==> src/rtl/sprite_compositor.sv <==
// rtl/sprite_compositor.sv - multi-layer sprite compositor with colour-key transparency and player attack kill tracking
// Optional background gradient: define COMPOSITOR_GRADIENT_EN.
module sprite_compositor #(
  parameter int          NUM_SPRITES = 4,
  parameter int          COORD_W     = 10,
  parameter int          ADDR_W      = 14,
  parameter logic [23:0] KEY_RGB     = 24'h800080,
  parameter int          HIT_REACH   = 20,
  parameter logic [23:0] BG_RGB      = 24'h3F007F
) (
  input  logic                          Clk,
  input  logic                          Reset,
  input  logic [COORD_W-1:0]            DrawX,
  input  logic [COORD_W-1:0]            DrawY,
  input  logic [NUM_SPRITES*COORD_W-1:0] spr_x,
  input  logic [NUM_SPRITES*COORD_W-1:0] spr_y,
  input  logic [NUM_SPRITES*COORD_W-1:0] spr_w,
  input  logic [NUM_SPRITES*COORD_W-1:0] spr_h,
  input  logic [NUM_SPRITES-1:0]        spr_en,
  output logic [NUM_SPRITES*ADDR_W-1:0] rom_addr,
  input  logic [NUM_SPRITES*24-1:0]     rom_rgb,
  input  logic                          facing_left,
  input  logic                          attack,
  input  logic [NUM_SPRITES-1:0]        clear_kill,
  output logic [7:0]                    VGA_R,
  output logic [7:0]                    VGA_G,
  output logic [7:0]                    VGA_B,
  output logic [NUM_SPRITES-1:0]        killed,
  output logic [COORD_W-1:0]            death_x,
  output logic [COORD_W-1:0]            death_y
);

  localparam int SW = COORD_W + 1;
  localparam logic signed [SW-1:0] REACH = SW'(HIT_REACH);

  logic signed [SW-1:0]   px, py, hx, hy;
  logic [NUM_SPRITES-1:0] pix_hit, kill_set, rise, opaque;
  logic [NUM_SPRITES-1:0] hit_s1, en_s1;
  logic                   valid_s1;
  logic [23:0]            bg_rgb, pix_rgb;
  logic [COORD_W-1:0]     cap_x, cap_y;
  logic                   cap_en;

  // Coordinates go one bit wider and signed so box edges left of / above 0 stay negative.
  assign px = $signed({1'b0, DrawX});
  assign py = $signed({1'b0, DrawY});
  assign hx = facing_left ? $signed({1'b0, spr_x[COORD_W-1:0]}) - REACH
                          : $signed({1'b0, spr_x[COORD_W-1:0]}) + REACH;
  assign hy = $signed({1'b0, spr_y[COORD_W-1:0]});

  for (genvar i = 0; i < NUM_SPRITES; i++) begin : g_spr
    logic [COORD_W-1:0]   w, h;
    logic signed [SW-1:0] cx, cy, left, right, top, bottom;
    logic [SW-1:0]        rel_x, rel_y;

    assign w      = spr_w[i*COORD_W +: COORD_W];
    assign h      = spr_h[i*COORD_W +: COORD_W];
    assign cx     = $signed({1'b0, spr_x[i*COORD_W +: COORD_W]});
    assign cy     = $signed({1'b0, spr_y[i*COORD_W +: COORD_W]});
    assign left   = cx - $signed({2'b00, w[COORD_W-1:1]});
    assign right  = cx + $signed({2'b00, w[COORD_W-1:1]});
    assign top    = cy - $signed({2'b00, h[COORD_W-1:1]});
    assign bottom = cy + $signed({2'b00, h[COORD_W-1:1]});

    assign pix_hit[i] = (px >= left) && (px < right) && (py >= top) && (py < bottom);

    assign rel_x = px - left;
    assign rel_y = py - top;
    assign rom_addr[i*ADDR_W +: ADDR_W] = ADDR_W'(rel_y) * ADDR_W'(w) + ADDR_W'(rel_x);

    if (i == 0) begin : g_player
      assign kill_set[i] = 1'b0;
    end else begin : g_target
      assign kill_set[i] = attack && spr_en[0] && spr_en[i] &&
                           (hx >= left) && (hx < right) && (hy >= top) && (hy < bottom);
    end
  end

  always_ff @(posedge Clk) begin
    if (Reset) begin
      hit_s1   <= '0;
      en_s1    <= '0;
      valid_s1 <= 1'b0;
    end else begin
      hit_s1   <= pix_hit;
      en_s1    <= spr_en;
      valid_s1 <= 1'b1;
    end
  end

`ifdef COMPOSITOR_GRADIENT_EN
  logic [6:0] drawx_s1;

  always_ff @(posedge Clk) begin
    if (Reset) drawx_s1 <= '0;
    else       drawx_s1 <= DrawX[9:3];
  end

  assign bg_rgb = {8'h3F, 8'h00, 8'h7F - {1'b0, drawx_s1}};
`else
  assign bg_rgb = BG_RGB;
`endif

  // Scan from the back so the lowest-index opaque layer is written last and wins.
  always_comb begin
    pix_rgb = bg_rgb;
    for (int i = NUM_SPRITES - 1; i >= 0; i--) begin
      opaque[i] = hit_s1[i] && en_s1[i] && (rom_rgb[i*24 +: 24] != KEY_RGB) && !killed[i];
      if (opaque[i]) pix_rgb = rom_rgb[i*24 +: 24];
    end
  end

  always_ff @(posedge Clk) begin
    if (Reset) {VGA_R, VGA_G, VGA_B} <= '0;
    else if (valid_s1) {VGA_R, VGA_G, VGA_B} <= pix_rgb;
    else {VGA_R, VGA_G, VGA_B} <= '0;
  end

  assign rise = kill_set & ~killed;

  always_comb begin
    cap_en = 1'b0;
    cap_x  = death_x;
    cap_y  = death_y;
    for (int i = NUM_SPRITES - 1; i >= 1; i--) begin
      if (rise[i]) begin
        cap_en = 1'b1;
        cap_x  = spr_x[i*COORD_W +: COORD_W];
        cap_y  = spr_y[i*COORD_W +: COORD_W];
      end
    end
  end

  // Set dominates clear; the player's own flag is forced low.
  always_ff @(posedge Clk) begin
    if (Reset) begin
      killed  <= '0;
      death_x <= '0;
      death_y <= '0;
    end else begin
      killed <= ((killed & ~clear_kill) | kill_set) & {{(NUM_SPRITES-1){1'b1}}, 1'b0};
      if (cap_en) begin
        death_x <= cap_x;
        death_y <= cap_y;
      end
    end
  end

endmodule

==> config.mk <==
export PLATFORM = sky130hd
export DESIGN_NAME = sprite_compositor
export DESIGN_NICKNAME = d
export VERILOG_FILES = /design/src/rtl/sprite_compositor.sv
export SDC_FILE = /design/constraint.sdc
export NUM_CORES = 1
export LEC_CHECK = 0
export CORE_UTILIZATION = 30
export DETAILED_ROUTE_END_ITERATION = 10
export PLACE_DENSITY = 0.45
export SLEW_MARGIN = 20
export SYNTH_ARGS = -nofsm -noshare
export SYNTH_HDL_FRONTEND = slang
export SYNTH_SLANG_ARGS = --single-unit
==> constraint.sdc <==
create_clock -name Clk -period 21.5 [get_ports Clk]
set_input_delay 4.3 -clock Clk [delete_from_list [all_inputs] [get_ports Clk]]
set_output_delay 4.3 -clock Clk [all_outputs]
set_load 0.005 [all_outputs]
* Word level (Yosys, flattened, before mapping)
Index checks and enable logic that the tools add are counted.
** Storage, ports and cells
- Bits in registers :: 57
- Input bits :: 288
- Output and inout port bits :: 104
- Logic and storage cells :: 144
** Operators by class
- Add/sub/neg operators :: 30
- Multipliers :: 4
- $lt $le $gt $ge :: 28
- Equality and inequality tests :: 4
- Multiplexer cells :: 15
- Bitwise operators :: 6
- Reduce and logical (&&, ||, !) cells :: 47
** Operators with widths (count)
- 11-bit greater-or-equal comparator :: 14
- 11-bit less-than comparator :: 14
- 24-bit two-way mux :: 4
- 24-bit != test, second input constant :: 4
- 10-bit by 9-bit adder with 11-bit output :: 8
- 10-bit by 9-bit subtractor with 11-bit output :: 8
- 11-bit subtractor :: 8
- 10-bit two-way mux :: 6
- 14-bit by 11-bit adder with 14-bit output :: 4
- 11-bit by 10-bit multiplier with 14-bit output :: 4
- 1-bit logical AND :: 40
- 10-bit by 5-bit adder with 11-bit output, second input constant :: 1
- 11-bit two-way mux :: 1
- 10-bit by 5-bit subtractor with 11-bit output, second input constant :: 1
- 4-bit AND :: 2
- 4-bit NOT :: 2
- 1-bit logical NOT :: 4
- 1-bit two-way mux :: 4
- 4-bit OR :: 1
- 3-bit nonzero test :: 1
- 2-bit AND reduction :: 1
- 2-bit OR reduction :: 1
- 1-bit NOT :: 1

* Depth between registers and ports, before layout
- Word-level depth :: 12
- Mapped depth :: 35
- Mapped depth without buffers :: 35

* Worst setup path before layout
OpenSTA, ideal clock, no wires.
- Path type :: input to output
- Start point :: input port spr_y[20]
- End point :: output port rom_addr[41]
- Arrival time :: 12.419 ns
- Required time :: 17.200 ns
- Setup slack :: 4.781 ns
- Stages on the path :: 31
- Buffers on the path :: 0
- Path through :: inv_1 > ha_1 > inv_1 > fa_1 > xnor2_1 > ha_1 > a21oi_1 > o21ai_1 > maj3_2 > maj3_2 > maj3_2 > maj3_2 > maj3_1 > maj3_2 > xnor2_1 > nand2_1 > fa_1 > inv_1 > fa_1 > fa_1 > fa_1 > inv_1 > fa_1 > inv_1 > ha_1 > and3_1 > a211o_1 > a21o_1 > a21oi_1 > xnor3_1 > xnor3_1
** Between the ends
- Longest elaborated chain between the ends :: 4
** RTL lines
- start, declared :: RTL line 16 : input logic [NUM_SPRITES*COORD_W-1:0] spr_y,
- 10-bit by 9-bit subtractor with 11-bit output :: RTL line 62 : assign top = cy - $signed({2'b00, h[COORD_W-1:1]});
- 11-bit subtractor :: RTL line 68 : assign rel_y = py - top;
- 11-bit by 10-bit multiplier with 14-bit output :: RTL line 69 : assign rom_addr[i*ADDR_W +: ADDR_W] = ADDR_W'(rel_y) * ADDR_W'(w) + ADDR_W'(rel_x);
- 14-bit by 11-bit adder with 14-bit output :: RTL line 69
- end, declared :: RTL line 20 : output logic [NUM_SPRITES*ADDR_W-1:0] rom_addr,
No other way between the ends.

* Final worst setup path
- Start point :: input port spr_h[21]
- End point :: output port rom_addr[41]
** Between the ends
- Longest elaborated chain between the ends :: 4
** RTL lines
- start, declared :: RTL line 18 : input logic [NUM_SPRITES*COORD_W-1:0] spr_h,
- 10-bit by 9-bit subtractor with 11-bit output :: RTL line 62
- 11-bit subtractor :: RTL line 68
- 11-bit by 10-bit multiplier with 14-bit output :: RTL line 69
- 14-bit by 11-bit adder with 14-bit output :: RTL line 69
No other way between the ends.

==> metrics.md <==
| Metric | Value |
|---|---|
| Clock skew | 0.0170 ns |
| Net count reported at finish | 4958 |
| Initial Utilization | 30.4% |
| Worst reg2reg path startpoint | killed[2]$_SDFF_PP0_ |
| Startpoint types | input pin |
| Least-Margin Pin Slew | 1.27 ns |
| Register area share after synthesis | 4.00% |
| CTS H-Tree Depth | 2 |
| Mean Syn Cell Area | 7.96 um2 |
| Gr usage total | 21.8% |
| CTS Buf Count | 5 |
| Crit share post-route | 84.6% |
| Capture point of the worst reg-to-reg path | VGA_R[7]$_SDFF_PP0_ |
| Die Span Y | 308 um |
| Post-synthesis register bit count | 56 |
| Largest net degree at the start of global routing | 49 |
| GR Overflow Total | 0 |
| Critical Path RT | 17.20 ns |
| Most used cell, CP | fa_1 |
| CP max stage cell | fa_1 |
| # DRC | 0 |
| Area growth from synthesis to layout | 20.3% |
| # IOs | 392 |
| Mapped Area | 28000 um2 |
| Hold Path Sink | killed[1]$_SDFF_PP0_ |
| Final Max Tran Viols | 0 |
| Final setup viols | 0 |
| Max-Cap Viols | 0 |
| Post-CTS Setup Repair Bufs | 0 |
| Wirelength per Cell | 20.1 um |
| CTS tree | yes |
| Initial DRT Pass Iterations | 5 |
| Clk pin slew, worst setup/hold paths | 0.08 ns |
| Number of cell rows | 111 |
| Arrival @ worst endpoint | 13.89 ns |
| Worst-Skew Late Latency | 0.35 ns |
| CTS root buf | clkbuf_16 |
| Gate Count Post-Synth | 3521 |
| Place WS | 3.23 ns |
| Vias in the first global route | 25100 |
| Main synth FF type | dfxtp_1 |
| Deepest clock path buffer count | 2 |
| Placed insts | 5116 |
| Core area | 92100 um2 |
| Worst Setup End Kind | output port |
| Fraction of layout cells with a size suffix above 1 | 3.04% |
| Iter 0 DRT Violations | 1472 |
| Peak Freq | 55.0 MHz |
| ANT nets after route | 0 |
| RSZ-0062 raised after global routing | no |
| Final worst slack | 3.31 ns |
| Setup CP Type | in -> out |
| Die Span X | 308 um |
| Cts hold-fix bufs | 0 |
| Asr flop ratio synth | 0% |
| Hpwl dp | 88400 um |
| Max FO, Critical Path | 5 |
| Fin Setup TNS | 0 ns |
| CP max stage delay | 0.54 ns |
| Status | completed |
| Synth unique cells | 86 |
| Yosys warns | 0 |
| PortBufs | 385 |
| Initial antenna violation count | 15 |
| Min Clock Period, post-route | 18.19 ns |
| Total Wirelength | 103000 um |
| Rel. slew slack | 14.4% |
| Post-synth EDFFs | 0 |
| CTS sink cnt | 56 |
| RePlAce Congestion | 0.867 |
| Worst Hold Class | reg -> reg |
| Final hold viol count | 0 |
| Min-delay src | killed[1]$_SDFF_PP0_ |
| DR vias/cell | 4.84 |
| Cell Count, Final, Fillers Out | 5128 |
| First-pass GRT wire length | 157000 um |
| R2R depth | 8 |
| Vias | 24800 |
| Hold path depth | 2 |
| Worst reg2reg setup slack | 18.47 ns |
| Syn nets | 4599 |
| Die area | 94700 um2 |
| Post-cts repair resize count | 0 |
[synthesized netlist by cell type (23+ instances only)]
cell type / instances / area [um2]
o21a_1: 54 / 405
nor2_1: 211 / 792
and2_1: 62 / 388
nand2b_1: 84 / 526
nand3_1: 30 / 150
xor2_1: 57 / 499
dfxtp_1: 56 / 1120
o21bai_1: 48 / 360
maj3_1: 27 / 270
o22ai_1: 23 / 144
ha_1: 517 / 6470
clkbuf_1: 73 / 274
nor3_1: 38 / 190
inv_1: 602 / 2260
a211oi_1: 42 / 315
a21o_1: 66 / 495
o21ai_0: 132 / 661
nand2_1: 318 / 1190
a21oi_1: 190 / 951
fa_1: 273 / 5470
nor2b_1: 63 / 394
xnor2_1: 218 / 1910
[per-stage QoR]
stage	hold slack [ns]	util, %	instance area [um2]
floorplan	0.503	-	28000
global placement	0.669	36.4	33600
detailed placement	0.667	36.4	33600
CTS	0.683	36.6	33700
global route	0.716	36.6	33700
finish	0.697	36.6	33700
[cell usage in the layout, fill, tap and decap left out, types with 48 or more instances in the layout]
| cell | netlist | final |
|---|---|---|
| o21a_1 | 54 | 54 |
| a21oi_1 | 190 | 190 |
| xnor2_1 | 218 | 217 |
| inv_1 | 602 | 602 |
| dfxtp_1 | 56 | 56 |
| nor2_1 | 211 | 211 |
| and2_1 | 62 | 62 |
| o21ai_0 | 132 | 131 |
| nand2b_1 | 84 | 84 |
| ha_1 | 517 | 517 |
| nand2_1 | 318 | 318 |
| xor2_1 | 57 | 57 |
| a21o_1 | 66 | 66 |
| clkdlybuf4s50_1 | 0 | 385 |
| fa_1 | 273 | 273 |
| nor2b_1 | 63 | 63 |
| buf_4 | 1 | 68 |
| o21bai_1 | 48 | 48 |
[how the worst max path moves through the flow]
| stage | start | to | slack [ns] |
|---|---|---|---|
| 6_report | spr_h[21] | rom_addr[41] | 3.31 |
| 3_3_place_gp | spr_h[21] | rom_addr[41] | 3.28 |
| 3_5_place_dp | spr_h[21] | rom_addr[41] | 3.23 |
| 5_1_grt | spr_y[20] | rom_addr[41] | 2.86 |
| 2_1_floorplan | spr_y[20] | rom_addr[41] | 4.78 |
| 4_1_cts | spr_h[21] | rom_addr[41] | 3.23 |
[routing by layer]
layer / global-route usage, % / wire length, um / vias to the layer above
met5: 0 / 130 / -
met2: 35.9 / 46500 / 545
met1: 30.2 / 49800 / 11800
met4: 3.08 / 1400 / 20
met3: 3.65 / 5370 / 74
li1: - / - / 12400
[sequential cells by signal, indices dropped and copies added (netlist names)]
| register | count |
|---|---|
| en_s1 | 4 |
| VGA_R | 8 |
| hit_s1 | 4 |
| VGA_B | 8 |
| death_y | 10 |
| killed | 3 |
| valid_s1 | 1 |
| death_x | 10 |
| VGA_G | 8 |
[kinds of logic (layout without fill, tap and decap cells)]
logic type	Yosys count	after routing	synth area share, %
AOI/OAI and AO/OA	721	721	16.9
xor gates and xnor gates	285	285	9.34
adders and majority gates	833	833	44.2
buffers and inverters	703	1063	9.53
DFF	56	56	4.00
muxes	12	12	0.429
other	1	5	0.0134
and+or+nand+nor	910	910	15.6
[cell type report]
| class | instances | area (um2) |
|---|---|---|
| sequential | 56 | 1120 |
| tap | 1243 | 1560 |
| clock inverter | 3 | 22.5 |
| multi-input combinational | 2762 | 24300 |
| antenna | 4 | 10.0 |
| fill | 9762 | 58400 |
| inverter | 602 | 2260 |
| timing repair buffer | 453 | 4360 |
| clock buffer | 5 | 125 |
[critical path, delay by kind of cell]
family / cells / cell delay (ns)
and+or+nand+nor: 2 / 0.28
xor gates and xnor gates: 4 / 1.17
adders and majority gates: 15 / 5.74
AOI/OAI and AO/OA: 5 / 1.02
buffers and inverters: 7 / 1.38
Power is not shown: default switching activity piles up to over one toggle a cycle in this logic, so the estimate is an artifact.
==> edit, RTL diff (config.mk and constraints unchanged) <==
`BG_RGB`: 24'h3F007F -> 24'h2F405F.
--- a/src/rtl/sprite_compositor.sv
+++ b/src/rtl/sprite_compositor.sv
@@ -8,3 +8,3 @@
   parameter int          HIT_REACH   = 20,
-  parameter logic [23:0] BG_RGB      = 24'h3F007F
+  parameter logic [23:0] BG_RGB      = 24'h2F405F
 ) (
Behaviour: not the same (Yosys sat finds a counterexample within 4 cycles, from zero or initial values and one cycle with Reset high).
==> edit against the original RTL <==
- via count is 3.1% lower
- first-iteration DRC count fell by 13%
- wire length is 5.3% lower
- synthesized area fell by 0.99%
- final area decreased by 1.2%
- critical path type unchanged
- non-clock buffer count shrank 19
- largest cell class unchanged
- synthesized cell count is 2.0% lower
- sequential cell count stayed put
- setup slack better by 630 ps
- die area down 0.99%
Power is left out: the tool's default activity adds up to more than one toggle a clock period on the data nets, which glitch-free logic cannot reach.
==> edit: results (changes against the original RTL) <==
status finished, final reports clean; Seq Cell Count 56 (unchanged); # clk buffers 7 (+2); post-synthesis sequential area ratio 4.040% (+0.040 points); WL met3 5297 um (-1.4%); setup slack, reg-to-reg 18790 ps (+320 ps); Routed Wire Length 97750 um (-5.3%); fill count 9745 (-0.17%); DR iter-0 viols 1279 (-13%); fraction of synthesized area in multiplexers 2.047% (+1.6 points); reg2reg path depth 7 (-1); met3 GRT Util 4.244% (+0.59 points); wire length on met1 46950 um (-5.8%); pin count of the biggest net entering global routing 41 (-16%); end point of the critical path rom_addr[13]; Slew @ Worst Pin 1155 ps (-116.3 ps); critical path launch point spr_y[0]; Crit path largest cell delay 690 ps (+150 ps); full die area 93720 um2 (-0.99%); fraction of layout cells with a size suffix above 1 3.415% (+0.37 points); Synth Area in Adders 43.64% (-0.54 points); WP data arrival 13260 ps (-630 ps); vias in the first global route 24380 (-2.9%); met2 usage in global routing 33.76% (-2.1 points); top post-synthesis cells by count 609 x inv_1, 517 x ha_1, 329 x nand2_1; Non-clock buffers 434 (-4.2%); number of non-clock inverters 611 (+1.5%); Net Count, Synth 4528 (-1.5%); Cell variety after synth 90 (+4.7%); diode count 7 (+3); GRT Resource Usage Total 20.80% (-0.98 points); crit-path max FO 6 (+1); first-pass GRT wire length 147700 um (-5.6%); capturing point of the worst reg2reg path VGA_R[3]; Layout clock area frac 0.4506% (+0.013 points); area of the multi-input gates 24040 um2 (-0.90%); top post-synthesis cells by area ha_1 23%, fa_1 20%, inv_1 8.2%; Seq area share 3.364% (+0.039 points); routability cong. 0.8840 (+2.0%); starting density of the core 30.27% (-0.16 points); vias per std cell 4.810 (-0.59%); initial antenna violation count 16 (+1)
==> edit: changes by cell type after synthesis, moves of 11 or more <==
cell / change
nor2_1: -28
a21o_1: -12
a21oi_1: +17
maj3_1: -16
a211oi_1: -20
nand2_1: +11
buf_2: -15
o21a_1: +14
mux2i_1: +20
nor3_1: -17
a211o_1: -18
mux2_2: +18
==> edit: how the worst min path moves through the flow <==
stage          cells past startpoint        from         end  slack [ps]
2_1_floorplan                      2   killed[2]   killed[2]         480
3_3_place_gp                       3  death_x[9]  death_x[9]         650
3_5_place_dp                       3  death_y[9]  death_y[9]         660
4_1_cts                            2   killed[1]   killed[1]         680
5_1_grt                            2   killed[1]   killed[1]         710
6_report                           2   killed[2]   killed[2]         680
==> edit: through the flow <==
step,instances,area (um2),hold slack [ps],worst slack (ps)
final,5000,33320,678.2,3943
after global routing,4995,33310,708.1,3356
after CTS,4993,33300,680.7,3843
after detailed placement,4985,33150,660.4,3894
after global placement,4985,33140,654.0,3923
after floorplan,3450,27750,482.4,5842
